File: src/rtl/branch_redirect_unit_if.sv
// Signal bundle between branch execute, fetch, the predictor and the branch redirect unit.
// The unit itself connects through the slave modport.
interface branch_redirect_unit_if #(
  parameter int NUM_BRANCH = 1,
  parameter int ROB_IDX_W  = 7
);
  logic [NUM_BRANCH-1:0]           branch_result_valid;
  logic [NUM_BRANCH-1:0]           branch_actual_taken;
  logic [NUM_BRANCH-1:0]           branch_mispredicted;
  logic [32*NUM_BRANCH-1:0]        branch_correct_pc;
  logic [32*NUM_BRANCH-1:0]        branch_result_pc;
  logic [ROB_IDX_W*NUM_BRANCH-1:0] branch_result_rob_idx;
  logic [ROB_IDX_W-1:0]            rob_head_idx;
  logic                            flush;
  logic [ROB_IDX_W-1:0]            recover_rob_idx;
  logic                            recover_busy;
  logic                            redirect_valid;
  logic [31:0]                     redirect_pc;
  logic                            redirect_ready;
  logic                            bpu_upd_valid;
  logic                            bpu_upd_ready;
  logic [31:0]                     bpu_upd_pc;
  logic [31:0]                     bpu_upd_target;
  logic                            bpu_upd_taken;
  logic                            bpu_upd_mispredict;
  logic [15:0]                     upd_drop_cnt;

  modport master (
    output branch_result_valid, branch_actual_taken, branch_mispredicted,
           branch_correct_pc, branch_result_pc, branch_result_rob_idx,
           rob_head_idx, redirect_ready, bpu_upd_ready,
    input  flush, recover_rob_idx, recover_busy, redirect_valid, redirect_pc,
           bpu_upd_valid, bpu_upd_pc, bpu_upd_target, bpu_upd_taken,
           bpu_upd_mispredict, upd_drop_cnt
  );

  modport slave (
    input  branch_result_valid, branch_actual_taken, branch_mispredicted,
           branch_correct_pc, branch_result_pc, branch_result_rob_idx,
           rob_head_idx, redirect_ready, bpu_upd_ready,
    output flush, recover_rob_idx, recover_busy, redirect_valid, redirect_pc,
           bpu_upd_valid, bpu_upd_pc, bpu_upd_target, bpu_upd_taken,
           bpu_upd_mispredict, upd_drop_cnt
  );
endinterface

File: src/rtl/branch_redirect_unit.sv
// Picks the oldest mispredicted branch, drives flush/fetch redirect/rollback sequencing,
// and queues correct-path resolutions for predictor training.
module branch_redirect_unit #(
  parameter int NUM_BRANCH     = 1,
  parameter int ROB_IDX_W      = 7,
  parameter int UPD_FIFO_DEPTH = 4,
  parameter int RECOVER_CYCLES = 2
) (
  input logic clk,
  input logic rst_n,
  branch_redirect_unit_if.slave br
);
  localparam int PTR_W = (UPD_FIFO_DEPTH > 1) ? $clog2(UPD_FIFO_DEPTH) : 1;
  localparam int CNT_W = PTR_W + 1;
  localparam logic [3:0]       RECOVER_LOAD = 4'(RECOVER_CYCLES);
  localparam logic [CNT_W-1:0] DEPTH_C      = CNT_W'(UPD_FIFO_DEPTH);

  typedef enum logic [1:0] {IDLE, REDIRECT, RECOVER} state_t;

  state_t               state, state_n;
  logic [31:0]          pend_pc, pend_pc_n;
  logic [ROB_IDX_W-1:0] pend_idx, pend_idx_n;
  logic [3:0]           cnt, cnt_n;
  logic                 flush_q;

  logic                 any_misp, latch;
  logic [ROB_IDX_W-1:0] best_idx, best_age, lane_idx, lane_age;
  logic [31:0]          best_pc;
  logic [ROB_IDX_W-1:0] filt_idx;
  logic                 filt_active;
  logic [NUM_BRANCH-1:0] keep;

  logic [31:0]          mem_pc     [UPD_FIFO_DEPTH];
  logic [31:0]          mem_target [UPD_FIFO_DEPTH];
  logic                 mem_taken  [UPD_FIFO_DEPTH];
  logic                 mem_misp   [UPD_FIFO_DEPTH];
  logic [PTR_W-1:0]     wr_ptr, rd_ptr;
  logic [CNT_W-1:0]     fifo_cnt, free_slots, n_push;
  logic [15:0]          n_drop, drop_cnt;
  logic [NUM_BRANCH-1:0] wr_en;
  logic [PTR_W-1:0]     wr_addr [NUM_BRANCH];
  logic                 pop;

  function automatic logic [ROB_IDX_W-1:0] age_of(input logic [ROB_IDX_W-1:0] idx,
                                                  input logic [ROB_IDX_W-1:0] head);
    return idx - head;
  endfunction

  function automatic logic [15:0] sat_add16(input logic [15:0] a, input logic [15:0] b);
    logic [16:0] s;
    s = {1'b0, a} + {1'b0, b};
    return s[16] ? 16'hFFFF : s[15:0];
  endfunction

  // Oldest mispredict among the lanes; a latch happens from IDLE or when it is older than pend_idx
  always_comb begin
    any_misp = 1'b0;
    best_idx = '0;
    best_age = '1;
    best_pc  = '0;
    lane_idx = '0;
    lane_age = '0;
    for (int i = 0; i < NUM_BRANCH; i++) begin
      lane_idx = br.branch_result_rob_idx[i*ROB_IDX_W +: ROB_IDX_W];
      lane_age = age_of(lane_idx, br.rob_head_idx);
      if (br.branch_result_valid[i] && br.branch_mispredicted[i] &&
          (!any_misp || lane_age < best_age)) begin
        any_misp = 1'b1;
        best_idx = lane_idx;
        best_age = lane_age;
        best_pc  = br.branch_correct_pc[i*32 +: 32];
      end
    end
    latch = any_misp &&
            ((state == IDLE) || (best_age < age_of(pend_idx, br.rob_head_idx)));
  end

  always_comb begin
    state_n    = state;
    pend_pc_n  = pend_pc;
    pend_idx_n = pend_idx;
    cnt_n      = cnt;
    if (latch) begin
      state_n    = REDIRECT;
      pend_pc_n  = best_pc;
      pend_idx_n = best_idx;
      cnt_n      = '0;
    end else begin
      case (state)
        REDIRECT: if (br.redirect_ready) begin
          cnt_n   = RECOVER_LOAD;
          state_n = (RECOVER_LOAD == 4'd0) ? IDLE : RECOVER;
        end
        RECOVER: begin
          cnt_n = (cnt == 4'd0) ? 4'd0 : cnt - 4'd1;
          if (cnt <= 4'd1) state_n = IDLE;
        end
        default: ;
      endcase
    end
  end

  always_ff @(posedge clk or negedge rst_n) begin
    if (!rst_n) begin
      state    <= IDLE;
      pend_pc  <= '0;
      pend_idx <= '0;
      cnt      <= '0;
      flush_q  <= 1'b0;
    end else begin
      state    <= state_n;
      pend_pc  <= pend_pc_n;
      pend_idx <= pend_idx_n;
      cnt      <= cnt_n;
      flush_q  <= latch;
    end
  end

  // Lanes younger than the (possibly just latched) mispredict are wrong-path and skipped
  always_comb begin
    filt_active = latch || (state != IDLE);
    filt_idx    = latch ? best_idx : pend_idx;
    keep        = '0;
    for (int i = 0; i < NUM_BRANCH; i++) begin
      keep[i] = br.branch_result_valid[i] &&
                !(filt_active &&
                  (age_of(br.branch_result_rob_idx[i*ROB_IDX_W +: ROB_IDX_W], br.rob_head_idx) >
                   age_of(filt_idx, br.rob_head_idx)));
    end
  end

  // Free slots are taken before this cycle's pop, so a full FIFO drops even when popping
  always_comb begin
    free_slots = DEPTH_C - fifo_cnt;
    n_push     = '0;
    n_drop     = '0;
    wr_en      = '0;
    for (int i = 0; i < NUM_BRANCH; i++) begin
      wr_addr[i] = '0;
      if (keep[i]) begin
        if (n_push < free_slots) begin
          wr_en[i]   = 1'b1;
          wr_addr[i] = wr_ptr + n_push[PTR_W-1:0];
          n_push     = n_push + CNT_W'(1);
        end else begin
          n_drop = n_drop + 16'd1;
        end
      end
    end
    pop = (fifo_cnt != '0) && br.bpu_upd_ready;
  end

  always_ff @(posedge clk or negedge rst_n) begin
    if (!rst_n) begin
      wr_ptr   <= '0;
      rd_ptr   <= '0;
      fifo_cnt <= '0;
      drop_cnt <= '0;
      for (int k = 0; k < UPD_FIFO_DEPTH; k++) begin
        mem_pc[k]     <= '0;
        mem_target[k] <= '0;
        mem_taken[k]  <= 1'b0;
        mem_misp[k]   <= 1'b0;
      end
    end else begin
      for (int i = 0; i < NUM_BRANCH; i++) begin
        if (wr_en[i]) begin
          mem_pc[wr_addr[i]]     <= br.branch_result_pc[i*32 +: 32];
          mem_target[wr_addr[i]] <= br.branch_correct_pc[i*32 +: 32];
          mem_taken[wr_addr[i]]  <= br.branch_actual_taken[i];
          mem_misp[wr_addr[i]]   <= br.branch_mispredicted[i];
        end
      end
      wr_ptr   <= wr_ptr + n_push[PTR_W-1:0];
      rd_ptr   <= rd_ptr + PTR_W'(pop);
      fifo_cnt <= fifo_cnt + n_push - CNT_W'(pop);
      drop_cnt <= sat_add16(drop_cnt, n_drop);
    end
  end

  assign br.flush              = flush_q;
  assign br.recover_busy       = (state != IDLE);
  assign br.redirect_valid     = (state == REDIRECT);
  assign br.redirect_pc        = pend_pc;
  assign br.recover_rob_idx    = pend_idx;
  assign br.bpu_upd_valid      = (fifo_cnt != '0);
  assign br.bpu_upd_pc         = mem_pc[rd_ptr];
  assign br.bpu_upd_target     = mem_target[rd_ptr];
  assign br.bpu_upd_taken      = mem_taken[rd_ptr];
  assign br.bpu_upd_mispredict = mem_misp[rd_ptr];
  assign br.upd_drop_cnt       = drop_cnt;
endmodule

File: src/flat_wrapper.sv
// flat-port wrapper written by rule: the top's interface ports become plain ports
module branch_redirect_unit_flat 
#(
  parameter int NUM_BRANCH     = 1,
  parameter int ROB_IDX_W      = 7,
  parameter int UPD_FIFO_DEPTH = 4,
  parameter int RECOVER_CYCLES = 2
)
  (clk, rst_n, br_branch_result_valid, br_branch_actual_taken, br_branch_mispredicted, br_branch_correct_pc, br_branch_result_pc, br_branch_result_rob_idx, br_rob_head_idx, br_redirect_ready, br_bpu_upd_ready, br_flush, br_recover_rob_idx, br_recover_busy, br_redirect_valid, br_redirect_pc, br_bpu_upd_valid, br_bpu_upd_pc, br_bpu_upd_target, br_bpu_upd_taken, br_bpu_upd_mispredict, br_upd_drop_cnt);
  branch_redirect_unit_if #(.NUM_BRANCH(NUM_BRANCH), .ROB_IDX_W(ROB_IDX_W)) br_i ();
  input logic clk;
  input logic rst_n;
  input wire logic [$bits(br_i.branch_result_valid)-1:0] br_branch_result_valid;
  input wire logic [$bits(br_i.branch_actual_taken)-1:0] br_branch_actual_taken;
  input wire logic [$bits(br_i.branch_mispredicted)-1:0] br_branch_mispredicted;
  input wire logic [$bits(br_i.branch_correct_pc)-1:0] br_branch_correct_pc;
  input wire logic [$bits(br_i.branch_result_pc)-1:0] br_branch_result_pc;
  input wire logic [$bits(br_i.branch_result_rob_idx)-1:0] br_branch_result_rob_idx;
  input wire logic [$bits(br_i.rob_head_idx)-1:0] br_rob_head_idx;
  input wire logic [$bits(br_i.redirect_ready)-1:0] br_redirect_ready;
  input wire logic [$bits(br_i.bpu_upd_ready)-1:0] br_bpu_upd_ready;
  output wire logic [$bits(br_i.flush)-1:0] br_flush;
  output wire logic [$bits(br_i.recover_rob_idx)-1:0] br_recover_rob_idx;
  output wire logic [$bits(br_i.recover_busy)-1:0] br_recover_busy;
  output wire logic [$bits(br_i.redirect_valid)-1:0] br_redirect_valid;
  output wire logic [$bits(br_i.redirect_pc)-1:0] br_redirect_pc;
  output wire logic [$bits(br_i.bpu_upd_valid)-1:0] br_bpu_upd_valid;
  output wire logic [$bits(br_i.bpu_upd_pc)-1:0] br_bpu_upd_pc;
  output wire logic [$bits(br_i.bpu_upd_target)-1:0] br_bpu_upd_target;
  output wire logic [$bits(br_i.bpu_upd_taken)-1:0] br_bpu_upd_taken;
  output wire logic [$bits(br_i.bpu_upd_mispredict)-1:0] br_bpu_upd_mispredict;
  output wire logic [$bits(br_i.upd_drop_cnt)-1:0] br_upd_drop_cnt;
  assign br_i.branch_result_valid = br_branch_result_valid;
  assign br_i.branch_actual_taken = br_branch_actual_taken;
  assign br_i.branch_mispredicted = br_branch_mispredicted;
  assign br_i.branch_correct_pc = br_branch_correct_pc;
  assign br_i.branch_result_pc = br_branch_result_pc;
  assign br_i.branch_result_rob_idx = br_branch_result_rob_idx;
  assign br_i.rob_head_idx = br_rob_head_idx;
  assign br_i.redirect_ready = br_redirect_ready;
  assign br_i.bpu_upd_ready = br_bpu_upd_ready;
  assign br_flush = br_i.flush;
  assign br_recover_rob_idx = br_i.recover_rob_idx;
  assign br_recover_busy = br_i.recover_busy;
  assign br_redirect_valid = br_i.redirect_valid;
  assign br_redirect_pc = br_i.redirect_pc;
  assign br_bpu_upd_valid = br_i.bpu_upd_valid;
  assign br_bpu_upd_pc = br_i.bpu_upd_pc;
  assign br_bpu_upd_target = br_i.bpu_upd_target;
  assign br_bpu_upd_taken = br_i.bpu_upd_taken;
  assign br_bpu_upd_mispredict = br_i.bpu_upd_mispredict;
  assign br_upd_drop_cnt = br_i.upd_drop_cnt;
  branch_redirect_unit #(.NUM_BRANCH(NUM_BRANCH), .ROB_IDX_W(ROB_IDX_W), .UPD_FIFO_DEPTH(UPD_FIFO_DEPTH), .RECOVER_CYCLES(RECOVER_CYCLES)) u_core (.clk(clk), .rst_n(rst_n), .br(br_i));
endmodule
File: config.mk
export PLATFORM = sky130hd
export DESIGN_NAME = branch_redirect_unit_flat
export DESIGN_NICKNAME = d
export VERILOG_FILES = /design/src/rtl/branch_redirect_unit_if.sv /design/src/rtl/branch_redirect_unit.sv /design/src/flat_wrapper.sv
export SDC_FILE = /design/constraint.sdc
export NUM_CORES = 1
export LEC_CHECK = 0
export ABC_CLOCK_PERIOD_IN_PS = 7730
export CORE_MARGIN = 2
export CORE_UTILIZATION = 55
export CTS_CLUSTER_DIAMETER = 60
export DETAILED_ROUTE_END_ITERATION = 10
export PLACE_DENSITY = 0.81
export REMOVE_ABC_BUFFERS = 1
export SYNTH_ARGS = -nofsm -noshare
export SYNTH_HDL_FRONTEND = slang
export SYNTH_SLANG_ARGS = --single-unit
File: constraint.sdc
create_clock -name clk -period 7.73 [get_ports clk]
set_input_delay 1.546 -clock clk [delete_from_list [all_inputs] [get_ports clk]]
set_output_delay 1.546 -clock clk [all_outputs]
set_load 0.01 [all_outputs]
==> qor.yml, run 1 <==
result_of_the_run: "complete, no violations"
peakVddDrop_mv: 0.341
post_synth_top_area_share: 0.542
crit_type: "input pin to register"
fp_rows: 61
post_synthesis_register_bit_count: 333
finalHoldWorstSlack_ns: 0.481
boundaryPins: 210
first_global_vias: 11500
route.detailed.vias_per_inst: 6.27
hold_viol: 0
routed-via-count: 10900
synth_enable_flop_cells: 0
synth_warnings: 0
layout-drive-gt1-share: 0.204
critical_path_most_common_cell: "and3_4"
die_width_um: 171
design_power_total_w: 0.00978
antenna_left: 0
fin_nets: 1462
drt-total-wl_um: 39600
layout.cell_area.non_filler_um2: 19600
maxCapViolCount: 0
synthDistinctLibCells: 52
buffer_ports.inserted: 209
setup_viol_count_final: 0
htree_levels: 2
dp_hpwl_um: 23800
period_minus_slack_ns: 7.44
power_leakage_nw: 8.27
worst_pin_slew_ns: 1.01
tritoncts_num_sinks: 333
fin_worst_skew_ns: 0.0177
preCtsSetupSlack_ns: -0.560
synth.cell_area_um2: 15400
timing.slew.headroom: 0.326
tritoncts: "yes"
gr-usage-all-layers: 0.273
min_path_type: "register to register"
layout-area-overhead-vs-synth_pct: 27.2
grt_start_max_net_pins: 141
routed_wire_length_per_instance_um: 22.7
power_density_nw_per_um2: 500
dr.first_iter.drc_count: 946
cts.root.buffer_cell: "clkbuf_16"
fp.dieArea_um2: 29300
hold-path-cell-count: 1
core_area_um2: 27600
layout_worst_path_cycle_share: 0.963
critical-path-slowest-cell: "clkdlybuf4s50_1"
slowest_delay_ns: 0.45
synth.avg_cell_area_um2: 14.0
cts_made_buffers: 37
setup_slack_ns: 0.288
clk_latency_ns: 0.52
timing_max_transition_violations_final: 0
timing.reg2reg.worst_path_depth: 37
finalSetupTns_ns: 0
synth-async-reset-ratio: 1.00
synth_largest_area_cell: "dfrtp_1"
floorplan.initialDensity: 0.557
cts_buffer_depth: 3
cts.reportedPaths.clkPinSlew_ns: 0.06
grt_overflow: 0
ys.flop_type: "dfrtp_1"
post_synth_main_area_contributors: "dfrtp_1 (54%), o2bb2ai_1 (14%), mux4_2 (9.7%)"
syn_inst: 1102
gp_routability_congestion: 0.854
drc: 0
synth.yosys.seq_area_share: 0.542
worstPathArrival_ns: 7.83
drt_pre_antenna_iters: 5
critPathMaxFanout: 6
placed_area_um2: 18000
maxClockFrequency_mhz: 134
cts-hold-fix-buffers: 0
grt_pass1_wl_um: 62500
floorplan.die.height_um: 171
initial_antenna_violation_count: 2
crit_path_end_kind: "register"
critical_path_required_ns: 8.12
start_kind: "input pin"
==> routing by layer <==
metal / vias up / part of all wire / GRT usage
met1: 5703 / 0.42 / 0.368
met5: - / 0 / 0
li1: 4697 / - / -
met3: 97 / 0.052 / 0.0373
met2: 413 / 0.49 / 0.453
met4: 0 / 0.034 / 0.110
==> metrics by stage <==
stage,utilization,std cells
3_5_place_dp,0.653,1662
5_1_grt,0.708,1741
3_3_place_gp,0.653,1662
2_1_floorplan,-,1013
6_report,0.708,1741
4_1_cts,0.699,1729
==> synthesized netlist by cell type (all sizes together) (2+ instances only) <==
library cell    n
and3            6
nor2           15
o21ai          10
ha             39
nand2          86
xnor2          10
o21a            4
mux4           66
nand4           7
nand2b         10
a21oi          20
o21bai          2
dfrtp         333
inv            23
nor2b          10
and2            3
clkbuf         15
and4            2
or2             2
xor2           17
o211ai          3
o2bb2ai       264
a21o            7
mux2           38
buf            74
fa              4
mux2i           2
nor3            5
nand3          14
==> where the power goes <==
part	internal [W]	leakage [nW]	switching [W]	total, W
Clock	0.00108	0.616	0.000706	0.00178
Combinational	0.00258	3.49	0.00230	0.00488
Sequential	0.00255	4.17	0.000573	0.00312
Total	0.00621	8.27	0.00358	0.00978
==> layout by cell type, fill, tap and decap left out, types with 9 or more instances in the layout <==
cell type	instances
dfrtp_1	331
o2bb2ai_1	244
clkdlybuf4s50_1	201
nand2_1	84
mux4_2	66
buf_4	53
clkbuf_16	39
ha_1	34
mux2_1	31
o2bb2ai_2	20
inv_1	19
xor2_1	17
a21oi_1	16
buf_12	16
nor2_1	13
nand2b_1	10
nor2b_1	9
xnor2_1	9
==> registers in the layout, summed over array words and instances, names as in the netlist <==
name and count:
u_core.rd_ptr 2, u_core.mem_pc 128, u_core.br.flush 1, u_core.br.recover_rob_idx 7, u_core.mem_misp 4, u_core.mem_target 128
u_core.mem_taken 4, u_core.cnt 4, u_core.br.redirect_pc 32, u_core.state 2, u_core.wr_ptr 2, u_core.br.upd_drop_cnt 16
u_core.fifo_cnt 3
==> layout make-up <==
type | instances | area [µm²]
diodes | 2 | 5.00
clock buffers | 51 | 1070
clock inverters | 15 | 169
fillers | 1826 | 8060
inverters | 23 | 86.3
multi-input cells | 657 | 6550
flip-flops and latches | 333 | 8340
well taps | 378 | 473
repair buffers | 282 | 2870
==> worst paths after layout <==
path	endpoint	from	slack, ns
setup / recovery	u_core.br.upd_drop_cnt[14]$_DFF_PN0_	br_rob_head_idx[3]	0.29
hold / removal	u_core.br.redirect_pc[28]$_DFFE_PN0N_	u_core.br.redirect_pc[28]$_DFFE_PN0N_	0.48
setup reg to reg	u_core.br.upd_drop_cnt[14]$_DFF_PN0_	u_core.br.recover_rob_idx[0]$_DFF_PN0_	1.11
hold reg to reg	u_core.br.redirect_pc[28]$_DFFE_PN0N_	u_core.br.redirect_pc[28]$_DFFE_PN0N_	0.48
max in group asynchronous	u_core.rd_ptr[0]$_DFF_PN0_	rst_n	4.88
min in group asynchronous	u_core.mem_pc[110]$_DFFE_PN0P_	rst_n	1.17
==> worst max-delay path: cells and delay by family <==
kind,cells,cell delay (ns)
XOR/XNOR,2,0.37
multiplexers,1,0.12
AND/OR/NAND/NOR,15,2.53
buffers and inverters,3,0.64
adder cells (fa/ha/maj),6,1.68
AO/OA/AOI/OAI,8,0.94
==> timing repair <==
item | in CTS | in global routing
gates cloned | 0 | 0
setup endpoints to repair | 14 | 284
setup buffers | 1 | 10
gates resized for setup | 7 | 47
pin swaps | 1 | 22
==> cells by family (layout without fill, tap and decap cells) <==
family	count (synthesis)	in the layout	synth area share
AOI/OAI and AO/OA	317	317	0.180
xor gates and xnor gates	27	27	0.0154
adders and majority gates	43	43	0.0369
buffers and inverters	112	371	0.0469
DFF	333	333	0.542
muxes	106	106	0.126
other	0	2	0
and+or+nand+nor	164	164	0.0530
Note: power is estimated with default switching activity, not from simulation.
==> run 2, diff against run 1 <==
Settings changed: ABC_AREA set to 0, CORE_UTILIZATION 55 to 57, CTS_BUF_LIST set to sky130_fd_sc_hd__clkbuf_2 sky130_fd_sc_hd__clkbuf_4 sky130_fd_sc_hd__clkbuf_8, PLACE_DENSITY 0.81 to 0.83.
==> qor.yml, run 2 (synthesis gave the netlist of run 1 again) <==
result_of_the_run: "complete, no violations"
fp_rows: 60
power_leakage_nw: 8.31
fp.dieArea_um2: 28300
grt_start_max_net_pins: 103
cts.root.buffer_cell: "clkbuf_8"
global_route.peak_usage_layer: "met2"
min_path_type: "register to register"
die_width_um: 168
worstPathArrival_ns: 7.85
dr.first_iter.drc_count: 741
drt-total-wl_um: 39200
antenna_left: 0
tritoncts_num_sinks: 333
crit_path_end_kind: "register"
critical_path_required_ns: 8.20
layout-area-overhead-vs-synth_pct: 26.9
routed_wire_length_per_instance_um: 22.5
grt_overflow: 0
routed-via-count: 10800
layout_worst_path_cycle_share: 0.955
cts-hold-fix-buffers: 0
floorplan.initialDensity: 0.576
critPathMaxFanout: 6
layout-drive-gt1-share: 0.229
finalHoldWorstSlack_ns: 0.484
power_density_nw_per_um2: 497
core_area_um2: 26700
fin_nets: 1485
final_core_util: 0.730
grt_pass1_wl_um: 63000
maxClockFrequency_mhz: 135
gr-usage-all-layers: 0.280
start_kind: "input pin"
drt_pre_antenna_iters: 4
most_common_library_cell_in_the_layout_ignoring_fill_and_taps: "dfrtp_1"
hold_viol: 0
slowest_delay_ns: 0.45
tritoncts: "yes"
cts_buffer_depth: 3
critical_path_most_common_cell: "and3_4"
htree_levels: 2
dp_hpwl_um: 23900
critPathTopFamily: "simple AND/OR/NAND/NOR gates"
design_power_total_w: 0.00970
global_route.usage.met1: 0.369
timing.slew.headroom: 0.287
maxCapViolCount: 0
period_minus_slack_ns: 7.38
route.detailed.vias_per_inst: 6.22
crit_type: "input pin to register"
nFillCells: 1707
clk_latency_ns: 0.60
timing_max_transition_violations_final: 0
fin_worst_skew_ns: 0.0257
floorplan.die.height_um: 168
drc: 0
initial_antenna_violation_count: 1
critical-path-slowest-cell: "clkdlybuf4s50_1"
first_global_vias: 11900
buffer_ports.inserted: 209
cts.reportedPaths.clkPinSlew_ns: 0.06
peakVddDrop_mv: 0.291
crit_buf_inv: 2
gp_routability_congestion: 0.886
worst_pin_slew_ns: 1.07
cts_made_buffers: 54
setup_viol_count_final: 0
commonest_cells_after_routing_fill_and_taps_aside: "dfrtp_1 (331), o2bb2ai_1 (244), clkdlybuf4s50_1 (201)"
grt_use_met2: 0.460
boundaryPins: 210
grt.met3_usage: 0.0543
==> run 2: changes by cell type in the layout (fill, tap and decap cells not counted), sizes merged <==
cell,before,now
bufinv,3,2
inv,25,24
buf,75,81
clkbuf,51,89
diode,2,1
clkinvlp,0,1
clkinv,10,6
==> run 2: timing repair <==
item                                    CTS  global route
resized for setup                         9            40
endpoints found under the setup margin   14           196
pin swaps                                 4            21
buffers inserted                          3             5
==> run 2: final timing paths <==
path | start | end | slack [ns] | cells past startpoint
setup / recovery | br_rob_head_idx[3] | u_core.br.upd_drop_cnt[14]$_DFF_PN0_ | 0.35 | 34
hold / removal | u_core.br.redirect_pc[24]$_DFFE_PN0N_ | u_core.br.redirect_pc[24]$_DFFE_PN0N_ | 0.48 | 1
setup reg to reg | u_core.br.recover_rob_idx[0]$_DFF_PN0_ | u_core.br.upd_drop_cnt[14]$_DFF_PN0_ | 1.13 | 35
hold reg to reg | u_core.br.redirect_pc[24]$_DFFE_PN0N_ | u_core.br.redirect_pc[24]$_DFFE_PN0N_ | 0.48 | 1
max in group asynchronous | rst_n | u_core.rd_ptr[0]$_DFF_PN0_ | 5.16 | 2
min in group asynchronous | rst_n | u_core.mem_pc[23]$_DFFE_PN0P_ | 0.98 | 1
==> run 2: stage by stage <==
| step | area, µm² | std cells | TNS [ns] | setup WS [ns] |
|---|---|---|---|---|
| after floorplan | 14700 | 1013 | -178.90 | -0.704 |
| after global placement | 18000 | 1634 | -7.49 | -0.519 |
| after detailed placement | 18000 | 1634 | -48.00 | -0.749 |
| after CTS | 19300 | 1736 | 0 | 0.00208 |
| after global routing | 19500 | 1742 | -0.0562 | -0.0475 |
| final | 19500 | 1742 | 0 | 0.350 |
==> run 2: area by class of cell <==
type	count	area, µm²	share of cell area
Antenna cell	1	2.50	0.000128
Clock buffer	89	1110	0.0567
Clock inverter	10	120	0.00616
Inverter	23	86.3	0.00442
Multi-Input combinational cell	657	6550	0.336
Sequential cell	333	8340	0.427
Tap cell	341	427	0.0219
Timing Repair Buffer	288	2880	0.148
==> run 2: worst reg2reg max path, delay by kind of cell, from the launching register on <==
| family | cells | cell delay [ns] |
|---|---|---|
| xor gates and xnor gates | 3 | 0.52 |
| DFF | 1 | 0.40 |
| muxes | 1 | 0.29 |
| AOI/OAI and AO/OA | 11 | 1.70 |
| and+or+nand+nor | 11 | 1.73 |
| buffers and inverters | 2 | 0.13 |
| adders and majority gates | 7 | 1.74 |
==> run 2: layer usage <==
layer / routed length (µm) / part of all wire / vias up
met3: 2390 / 0.061 / 98
met4: 1440 / 0.037 / 0
met5: 0 / 0 / -
met1: 16200 / 0.41 / 5593
met2: 19200 / 0.49 / 424
li1: - / - / 4726
==> run 2: power breakdown <==
part	leakage (nW)	internal, W	total, W	switching (W)
Sequential	4.17	0.00255	0.00313	0.000588
Combinational	3.49	0.00262	0.00488	0.00226
Clock	0.652	0.000973	0.00169	0.000718
Total	8.31	0.00614	0.00970	0.00356
